## src/rtl/player_mover_pkg.sv

```systemverilog
`default_nettype none
// ============================================================================
//  Module      : player_mover_pkg
//  Description : Shared definitions for the player-movement path and the
//                collision limiter.
//                - direction encodings (horizontal and vertical axes)
//                - screen and play-field geometry
//                - candidate bounds helper
//  Revision    : 1.0 - initial release
// ============================================================================
package player_mover_pkg;

   // Screen geometry
   localparam int SCREEN_W     = 640;
   localparam int SCREEN_H     = 480;

   // Play field: 8x8 grid of 60-pixel cells starting at x = 80
   localparam int FIELD_X0_DEF = 80;
   localparam int CELL_SIZE    = 60;
   localparam int GRID_N       = 8;
   localparam int FIELD_SIZE   = CELL_SIZE * GRID_N;

   typedef enum logic [1:0] {
      LR_NONE  = 2'd0,
      LR_RIGHT = 2'd1,
      LR_LEFT  = 2'd2
   } lr_dir_e;

   typedef enum logic [1:0] {
      UD_NONE = 2'd0,
      UD_DOWN = 2'd1,
      UD_UP   = 2'd2
   } ud_dir_e;

   // True when a square of size w x h with its top-left corner at (cx, cy)
   // lies completely inside the play field. A y that wrapped below zero
   // shows up as a large unsigned value and fails the upper bound.
   function automatic logic cand_in_field(input logic [9:0] cx,
                                          input logic [9:0] cy,
                                          input int         x0,
                                          input int         w,
                                          input int         h);
      int x;
      int y;
      x = int'(cx);
      y = int'(cy);
      return (x >= x0) && (x <= x0 + FIELD_SIZE - w) && (y <= FIELD_SIZE - h);
   endfunction

endpackage
`default_nettype wire

```

## src/rtl/player_mover_tick_divider.sv

```systemverilog
`default_nettype none
// ============================================================================
//  Module      : player_mover_tick_divider
//  Description : Free-running movement-tick generator. Counts
//                0..MOVE_DIV-1 and wraps; tick is high for the single cycle
//                in which the count equals MOVE_DIV-1.
//  Ports       : clk  - system clock
//                rst  - synchronous reset, active-high (count -> 0)
//                tick - one-cycle movement tick
//  Revision    : 1.0 - initial release
// ============================================================================
module player_mover_tick_divider #(
   parameter int MOVE_DIV = 833333
) (
   input  logic clk,
   input  logic rst,
   output logic tick
);

   localparam int            CW   = (MOVE_DIV > 2) ? $clog2(MOVE_DIV) : 1;
   localparam logic [CW-1:0] LAST = CW'(MOVE_DIV - 1);

   logic [CW-1:0] count;

   always_ff @(posedge clk) begin
      if (rst) begin
         count <= '0;
      end else if (count == LAST) begin
         count <= '0;
      end else begin
         count <= count + 1'b1;
      end
   end

   assign tick = (count == LAST);

endmodule
`default_nettype wire

```

## src/rtl/player_mover.sv

```systemverilog
`default_nettype none
// ============================================================================
//  Module      : player_mover
//  Description : Player-position stage. Once per movement tick it decodes the
//                direction buttons into a 1-pixel candidate, bounds-checks
//                it, runs one request/response cycle with the collision
//                limiter and commits or discards the candidate.
//  Option      : PLAYER_MOVE_DIAG_EN - when defined, both axes may move in
//                the same tick (one diagonal limiter request). When not
//                defined, horizontal motion has priority.
//  Ports       : clk, rst               - clock, synchronous active-high reset
//                btn_left/right/up/down - synchronised button levels
//                lim_rst_n, lim_start   - limiter hold/reset and request pulse
//                lim_x_pos, lim_y_pos   - candidate top-left corner
//                lim_width, lim_height  - player square size
//                lim_l_r, lim_u_d       - requested direction per axis
//                lim_done               - limiter finished (sticky)
//                lim_move_is_valid      - limiter verdict, valid with done
//                pos_x, pos_y           - committed player position
//                pos_update             - one-cycle pulse on position change
//                busy                   - high whenever the FSM is not idle
//  Revision    : 1.0 - initial release
// ============================================================================
module player_mover
   import player_mover_pkg::*;
#(
   parameter int MOVE_DIV     = 833333,
   parameter int PLAYER_W     = 20,
   parameter int PLAYER_H     = 20,
   parameter int START_X      = 150,
   parameter int START_Y      = 90,
   parameter int FIELD_X0     = FIELD_X0_DEF,
   parameter int DONE_TIMEOUT = 15
) (
   input  logic       clk,
   input  logic       rst,
   input  logic       btn_left,
   input  logic       btn_right,
   input  logic       btn_up,
   input  logic       btn_down,
   output logic       lim_rst_n,
   output logic       lim_start,
   output logic [9:0] lim_x_pos,
   output logic [9:0] lim_y_pos,
   output logic [9:0] lim_width,
   output logic [9:0] lim_height,
   output logic [1:0] lim_l_r,
   output logic [1:0] lim_u_d,
   input  logic       lim_done,
   input  logic       lim_move_is_valid,
   output logic [9:0] pos_x,
   output logic [9:0] pos_y,
   output logic       pos_update,
   output logic       busy
);

   localparam logic [2:0] S_IDLE   = 3'd0;
   localparam logic [2:0] S_ARM    = 3'd1;
   localparam logic [2:0] S_REQ    = 3'd2;
   localparam logic [2:0] S_WAIT   = 3'd3;
   localparam logic [2:0] S_COMMIT = 3'd4;

   localparam int            TW      = $clog2(DONE_TIMEOUT + 1);
   localparam logic [TW-1:0] TO_LAST = TW'(DONE_TIMEOUT - 1);

   logic [2:0]    state;
   logic [TW-1:0] to_cnt;
   logic          tick;

   lr_dir_e       lr_raw;
   ud_dir_e       ud_raw;
   lr_dir_e       lr_dec;
   ud_dir_e       ud_dec;
   logic [9:0]    cand_x;
   logic [9:0]    cand_y;
   logic          move_req;

   player_mover_tick_divider #(
      .MOVE_DIV (MOVE_DIV)
   ) u_tick_divider (
      .clk  (clk),
      .rst  (rst),
      .tick (tick)
   );

   // Direction decode and candidate formation from the committed position.
   always_comb begin
      lr_raw = LR_NONE;
      ud_raw = UD_NONE;
      if (btn_left ^ btn_right) begin
         lr_raw = btn_right ? LR_RIGHT : LR_LEFT;
      end
      if (btn_up ^ btn_down) begin
         ud_raw = btn_down ? UD_DOWN : UD_UP;
      end

      lr_dec = lr_raw;
`ifdef PLAYER_MOVE_DIAG_EN
      ud_dec = ud_raw;
`else
      // Horizontal motion wins; at most one axis moves per tick.
      ud_dec = (lr_raw != LR_NONE) ? UD_NONE : ud_raw;
`endif

      case (lr_dec)
         LR_RIGHT: cand_x = pos_x + 10'd1;
         LR_LEFT:  cand_x = pos_x - 10'd1;
         default:  cand_x = pos_x;
      endcase
      // Moving up from 0 wraps to 1023 and is then rejected by the bounds check.
      case (ud_dec)
         UD_DOWN: cand_y = pos_y + 10'd1;
         UD_UP:   cand_y = pos_y - 10'd1;
         default: cand_y = pos_y;
      endcase

      move_req = (lr_dec != LR_NONE) || (ud_dec != UD_NONE);
   end

   always_ff @(posedge clk) begin
      if (rst) begin
         state      <= S_IDLE;
         to_cnt     <= '0;
         lim_x_pos  <= 10'(START_X);
         lim_y_pos  <= 10'(START_Y);
         lim_l_r    <= LR_NONE;
         lim_u_d    <= UD_NONE;
         pos_x      <= 10'(START_X);
         pos_y      <= 10'(START_Y);
         pos_update <= 1'b0;
      end else begin
         pos_update <= 1'b0;
         case (state)
            S_IDLE: begin
               // Ticks arriving in other states are simply dropped.
               if (tick && move_req) begin
                  lim_x_pos <= cand_x;
                  lim_y_pos <= cand_y;
                  lim_l_r   <= lr_dec;
                  lim_u_d   <= ud_dec;
                  state     <= S_ARM;
               end
            end
            S_ARM: begin
               if (cand_in_field(lim_x_pos, lim_y_pos, FIELD_X0, PLAYER_W, PLAYER_H)) begin
                  state <= S_REQ;
               end else begin
                  state <= S_IDLE;
               end
            end
            S_REQ: begin
               to_cnt <= '0;
               state  <= S_WAIT;
            end
            S_WAIT: begin
               // The position registers load on the way into COMMIT so the
               // new position and the pos_update pulse appear together.
               if (lim_done) begin
                  if (lim_move_is_valid) begin
                     pos_x      <= lim_x_pos;
                     pos_y      <= lim_y_pos;
                     pos_update <= 1'b1;
                  end
                  state <= S_COMMIT;
               end else if (to_cnt == TO_LAST) begin
                  // Limiter never answered: treat as a rejected move.
                  state <= S_COMMIT;
               end else begin
                  to_cnt <= to_cnt + 1'b1;
               end
            end
            S_COMMIT: begin
               state <= S_IDLE;
            end
            default: begin
               state <= S_IDLE;
            end
         endcase
      end
   end

   // Limiter is released only around an active request; dropping lim_rst_n
   // in COMMIT clears its sticky done flag for the next move.
   assign lim_rst_n  = (state == S_REQ) || (state == S_WAIT);
   assign lim_start  = (state == S_REQ);
   assign busy       = (state != S_IDLE);
   assign lim_width  = 10'(PLAYER_W);
   assign lim_height = 10'(PLAYER_H);

endmodule
`default_nettype wire

```

## config.mk

```make
export PLATFORM = sky130hd
export DESIGN_NAME = player_mover
export DESIGN_NICKNAME = d
export VERILOG_FILES = /design/src/rtl/player_mover_pkg.sv /design/src/rtl/player_mover_tick_divider.sv /design/src/rtl/player_mover.sv
export SDC_FILE = /design/constraint.sdc
export NUM_CORES = 1
export LEC_CHECK = 0
export CORE_MARGIN = 2
export CORE_UTILIZATION = 55
export DETAILED_ROUTE_END_ITERATION = 8
export DONT_BUFFER_PORTS = 1
export MAX_ROUTING_LAYER = met4
export PLACE_DENSITY_LB_ADDON = 0.05
export RECOVER_POWER = 100
export SLEW_MARGIN = 40
export SYNTH_ARGS = -nofsm -noshare
export SYNTH_HDL_FRONTEND = slang
export SYNTH_SLANG_ARGS = --single-unit
```

## constraint.sdc

```tcl
create_clock -name clk -period 13.6 [get_ports clk]
set_clock_uncertainty 0.05 [all_clocks]
set_input_delay 2.72 -clock clk [delete_from_list [all_inputs] [get_ports clk]]
set_output_delay 2.72 -clock clk [all_outputs]
set_load 0.02 [all_outputs]
```

==> flow_metrics.tcl <==
set metrics [dict create \
    synth_area_per_cell_um2 7.98 \
    post-dp-hpwl_mm 7.00 \
    power-per-cell-area_nw_per_um2 98.0 \
    avgViaCountPerCell 5.87 \
    drt_iter0_markers 172 \
    cts_repair_resize_count 0 \
    dpl.cell_count 604 \
    max_cap_violations 1 \
    dieArea_um2 8420 \
    tns_ps 0 \
    synthDominantAreaCellType "sky130_fd_sc_hd__dfxtp_1" \
    synth-seq-area-share 0.340 \
    floorplan.io_pins 76 \
    final_antenna_net_count 0 \
    row_count 31 \
    crit-reg2reg-capture "lim_x_pos[3]" \
    power_total_mw 0.429 \
    multi_input_comb_area_um2 2530 \
    cp.required_ps 13710 \
    maxSlewHeadroom -0.105 \
    htree_num_levels 3 \
    areaGrowthSynthToFinish_pct 3.49 \
    timing.rr.start "u_tick_divider.count[14]" \
    grt_max_degree 49 \
    worstPathMaxFanout 26 \
    synthArstFlopShare 0 \
    sequentialPowerShare 0.494 \
    wl_per_cell_um 16.1 \
    cts.sink_count 72 \
    total_leakage_power_nw 1.62 \
    hold_end "u_tick_divider.count[0]" \
    antenna-diode-count 0 \
    grt_pass1_vias 3369 \
    worst_setup_hold_path_clk_slew_ps 70 \
    clk-insertion-delay-late_ps 340 \
    timing.hold.worst_path_depth 1 \
    power_frac_comb 0.078 \
    die_height_um 91.8 \
    placement.io_buffers 0 \
    power.internal_mw 0.327 \
    timing.reg2reg.worst_path_depth 7 \
    layoutNonFillerInstCount 620 \
    seqCellArea_um2 1440 \
    final_layout_size_suffix_gt1_frac 0.0441 \
    sum_of_buffers_and_inverters_on_the_critical_path 2 \
    dr_total_vias 3641 \
    post-synth-top-count-cell "sky130_fd_sc_hd__nand2_1" \
    ys_top_cells_by_area "sky130_fd_sc_hd__dfxtp_1, sky130_fd_sc_hd__nand2_1, sky130_fd_sc_hd__ha_1, sky130_fd_sc_hd__nor2_1, sky130_fd_sc_hd__xor2_1" \
    synthDominantCellAreaShare 0.340 \
    initial_core_util 0.575 \
    grt_use_total 0.247 \
    crit_arrival_ps 6290 \
    path_cells "inv_1 > ha_1 > nand3b_1 > inv_1 > ha_1 > xor2_1 > ha_1 > or3_1 > a21oi_1 > o32ai_1 > a221oi_1 > xnor2_1 > a211oi_2" \
    netlist-cell-type-count 65 \
    yosys_warnings 0 \
    critical_path.endpoint_type "flip-flop" \
    rsz_0062_raised_after_global_routing "false" \
    reg2reg_slack_ps 9890 \
    failed_checks "max-capacitance violations, max-slew violations" \
    post_syn_instances 531 \
    switching_share 0.239 \
    achievable-frequency_ghz 0.162 \
    first_pass_grt_wire_length_mm 16.7 \
    cts_hold_repair.buffers 0 \
    core_um2 7370 \
    drcViolationCount 0 \
    detailedRoute.firstPassIterationCount 4 \
    synth_top_cells_by_count "sky130_fd_sc_hd__nand2_1, sky130_fd_sc_hd__dfxtp_1, sky130_fd_sc_hd__nor2_1" \
    hold_path.class "flip-flop to flip-flop" \
    critical_path.most_common_cell "sky130_fd_sc_hd__ha_1" \
    nNetsFinal 543 \
    final_period_minus_worst_setup_slack_ps 6180 \
    dominantRegCellSynth "sky130_fd_sc_hd__dfxtp_1" \
    drt_wl_total_mm 10.0 \
    final_max_slew_viol_count 9 \
    cts_tree "done" \
    yosys_register_bits 72 \
    die-width_um 91.8 \
    synth_edf_count 0 \
    hold_violation_count_in_the_final_report 0 \
    antenna_violations_before_repair 0 \
    cts_buffers 9 \
    holdCritStartpoint "u_tick_divider.count[0]" \
    run_status "finished, violations left" \
    clock_power_share 0.427 \
    cp_slowest_stage_delay_ps 720 \
    worstSetupPathType "input port to flip-flop" \
    layout_worst_path_cycle_share 0.454 \
    fillers 668 \
    post-cts-setup-buffer-count 0 \
    cts_max_path_buffers 2 \
    setup_viol 0 \
    syn_area_um2 4240 \
    ir_worst_vdd_v 0.0000668 \
    clk_root_buffer_cell "sky130_fd_sc_hd__clkbuf_8" \
    gp_routability_congestion 0.867 \
    switch_pwr_mw 0.103 \
    worst-slew-pin-transition_ps 1640 \
    whs_ps 411 \
    crit_path_top_delay_cell "sky130_fd_sc_hd__ha_1" \
    cp_top_family "adder cells" \
    grt-ovfl-total 0 \
    type_of_origin_of_the_critical_path "input port" \
]
==> layout make-up <==
class / count / area share
clock buffer: 14 / 0.0417
inverter: 16 / 0.0137
tap: 99 / 0.0283
sequential: 72 / 0.329
multi-input combinational: 415 / 0.578
clock inverter: 2 / 0.00799
timing repair buffer: 2 / 0.00171
==> logic make-up (layout without fill, tap and decap cells) <==
group	count (synthesis)	count (layout)	synth area share
AO/OA/AOI/OAI	98	98	0.162
XOR/XNOR	32	32	0.0662
adder cells (fa/ha/maj)	19	19	0.0579
buffers and inverters	62	34	0.0744
flip-flops	72	72	0.340
multiplexers	6	6	0.0142
other	2	20	0.00177
AND/OR/NAND/NOR	240	240	0.283
==> cell usage in the layout (no fill, tap or decap), types with 3 or more instances in the layout <==
master	netlist	layout
sky130_fd_sc_hd__nand2_1	77	77
sky130_fd_sc_hd__o311ai_0	3	3
sky130_fd_sc_hd__clkbuf_1	23	3
sky130_fd_sc_hd__and3_1	5	4
sky130_fd_sc_hd__dfxtp_1	72	72
sky130_fd_sc_hd__a211oi_1	8	8
sky130_fd_sc_hd__a211oi_2	3	3
sky130_fd_sc_hd__conb_1	2	20
sky130_fd_sc_hd__nand4_1	9	9
sky130_fd_sc_hd__nand2b_1	6	6
sky130_fd_sc_hd__or3_1	3	3
sky130_fd_sc_hd__nor4b_1	3	3
sky130_fd_sc_hd__nor3b_1	4	4
sky130_fd_sc_hd__o21a_1	4	4
sky130_fd_sc_hd__clkbuf_8	0	13
sky130_fd_sc_hd__nor4_1	6	7
sky130_fd_sc_hd__inv_1	15	16
sky130_fd_sc_hd__nand4b_1	3	3
sky130_fd_sc_hd__xnor2_1	13	13
sky130_fd_sc_hd__o211ai_1	8	8
sky130_fd_sc_hd__o21ai_0	9	9
sky130_fd_sc_hd__nor3_1	24	24
sky130_fd_sc_hd__a2111oi_0	3	3
sky130_fd_sc_hd__ha_1	18	18
sky130_fd_sc_hd__a21oi_1	29	29
sky130_fd_sc_hd__nand3_1	24	24
sky130_fd_sc_hd__mux2i_1	6	6
sky130_fd_sc_hd__nor2_1	51	51
sky130_fd_sc_hd__and4b_1	3	3
sky130_fd_sc_hd__nor2b_1	6	6
sky130_fd_sc_hd__and2_1	5	4
sky130_fd_sc_hd__a31oi_1	6	6
sky130_fd_sc_hd__xor2_1	19	19
==> worst max-delay path by stage <==
stage,cells past startpoint,start,endpoint,slack (ps)
after CTS,13,btn_left,lim_y_pos[8],7500
final,13,btn_left,lim_y_pos[8],7420
after global placement,13,btn_left,lim_y_pos[8],7260
after detailed placement,13,btn_left,lim_y_pos[8],7160
after global routing,13,btn_left,lim_y_pos[8],7110
after floorplan,17,btn_left,lim_y_pos[8],7180
==> layer usage <==
metal / wire (um) / vias up / global-route usage / part of all wire
li1: - / 1820 / - / -
met1: 4650 / 1701 / 0.313 / 0.47
met2: 4510 / 103 / 0.383 / 0.45
met3: 616 / 17 / 0.0526 / 0.062
met4: 224 / 0 / 0.104 / 0.022
met5: 0 / - / - / 0
==> power by group through the flow <==
stage	Combinational, mW	Sequential [mW]	Clock (mW)
after floorplan	0.0342	0.217	0
after CTS	0.0337	0.212	0.186
after detailed placement	0.0334	0.217	0
after global placement	0.0327	0.217	0
after global routing	0.0374	0.212	0.194
final	0.0337	0.212	0.184
==> metrics by stage <==
step	instance area, um2	util	worst slack (ps)
after floorplan	4300	-	7180
after global placement	4180	0.567	7260
after detailed placement	4190	0.569	7160
after CTS	4410	0.598	7500
after global routing	4380	0.595	7110
final	4380	0.595	7420
==> state kept, by name (all words and copies together), names as in the netlist <==
| register | count |
|---|---|
| u_tick_divider.count | 20 |
| lim_x_pos | 10 |
| pos_x | 10 |
| pos_y | 10 |
| to_cnt | 4 |
| state | 3 |
| lim_u_d | 2 |
| lim_l_r | 2 |
| pos_update | 1 |
| lim_y_pos | 10 |
No activity file was read; power rests on OpenSTA's default activity.
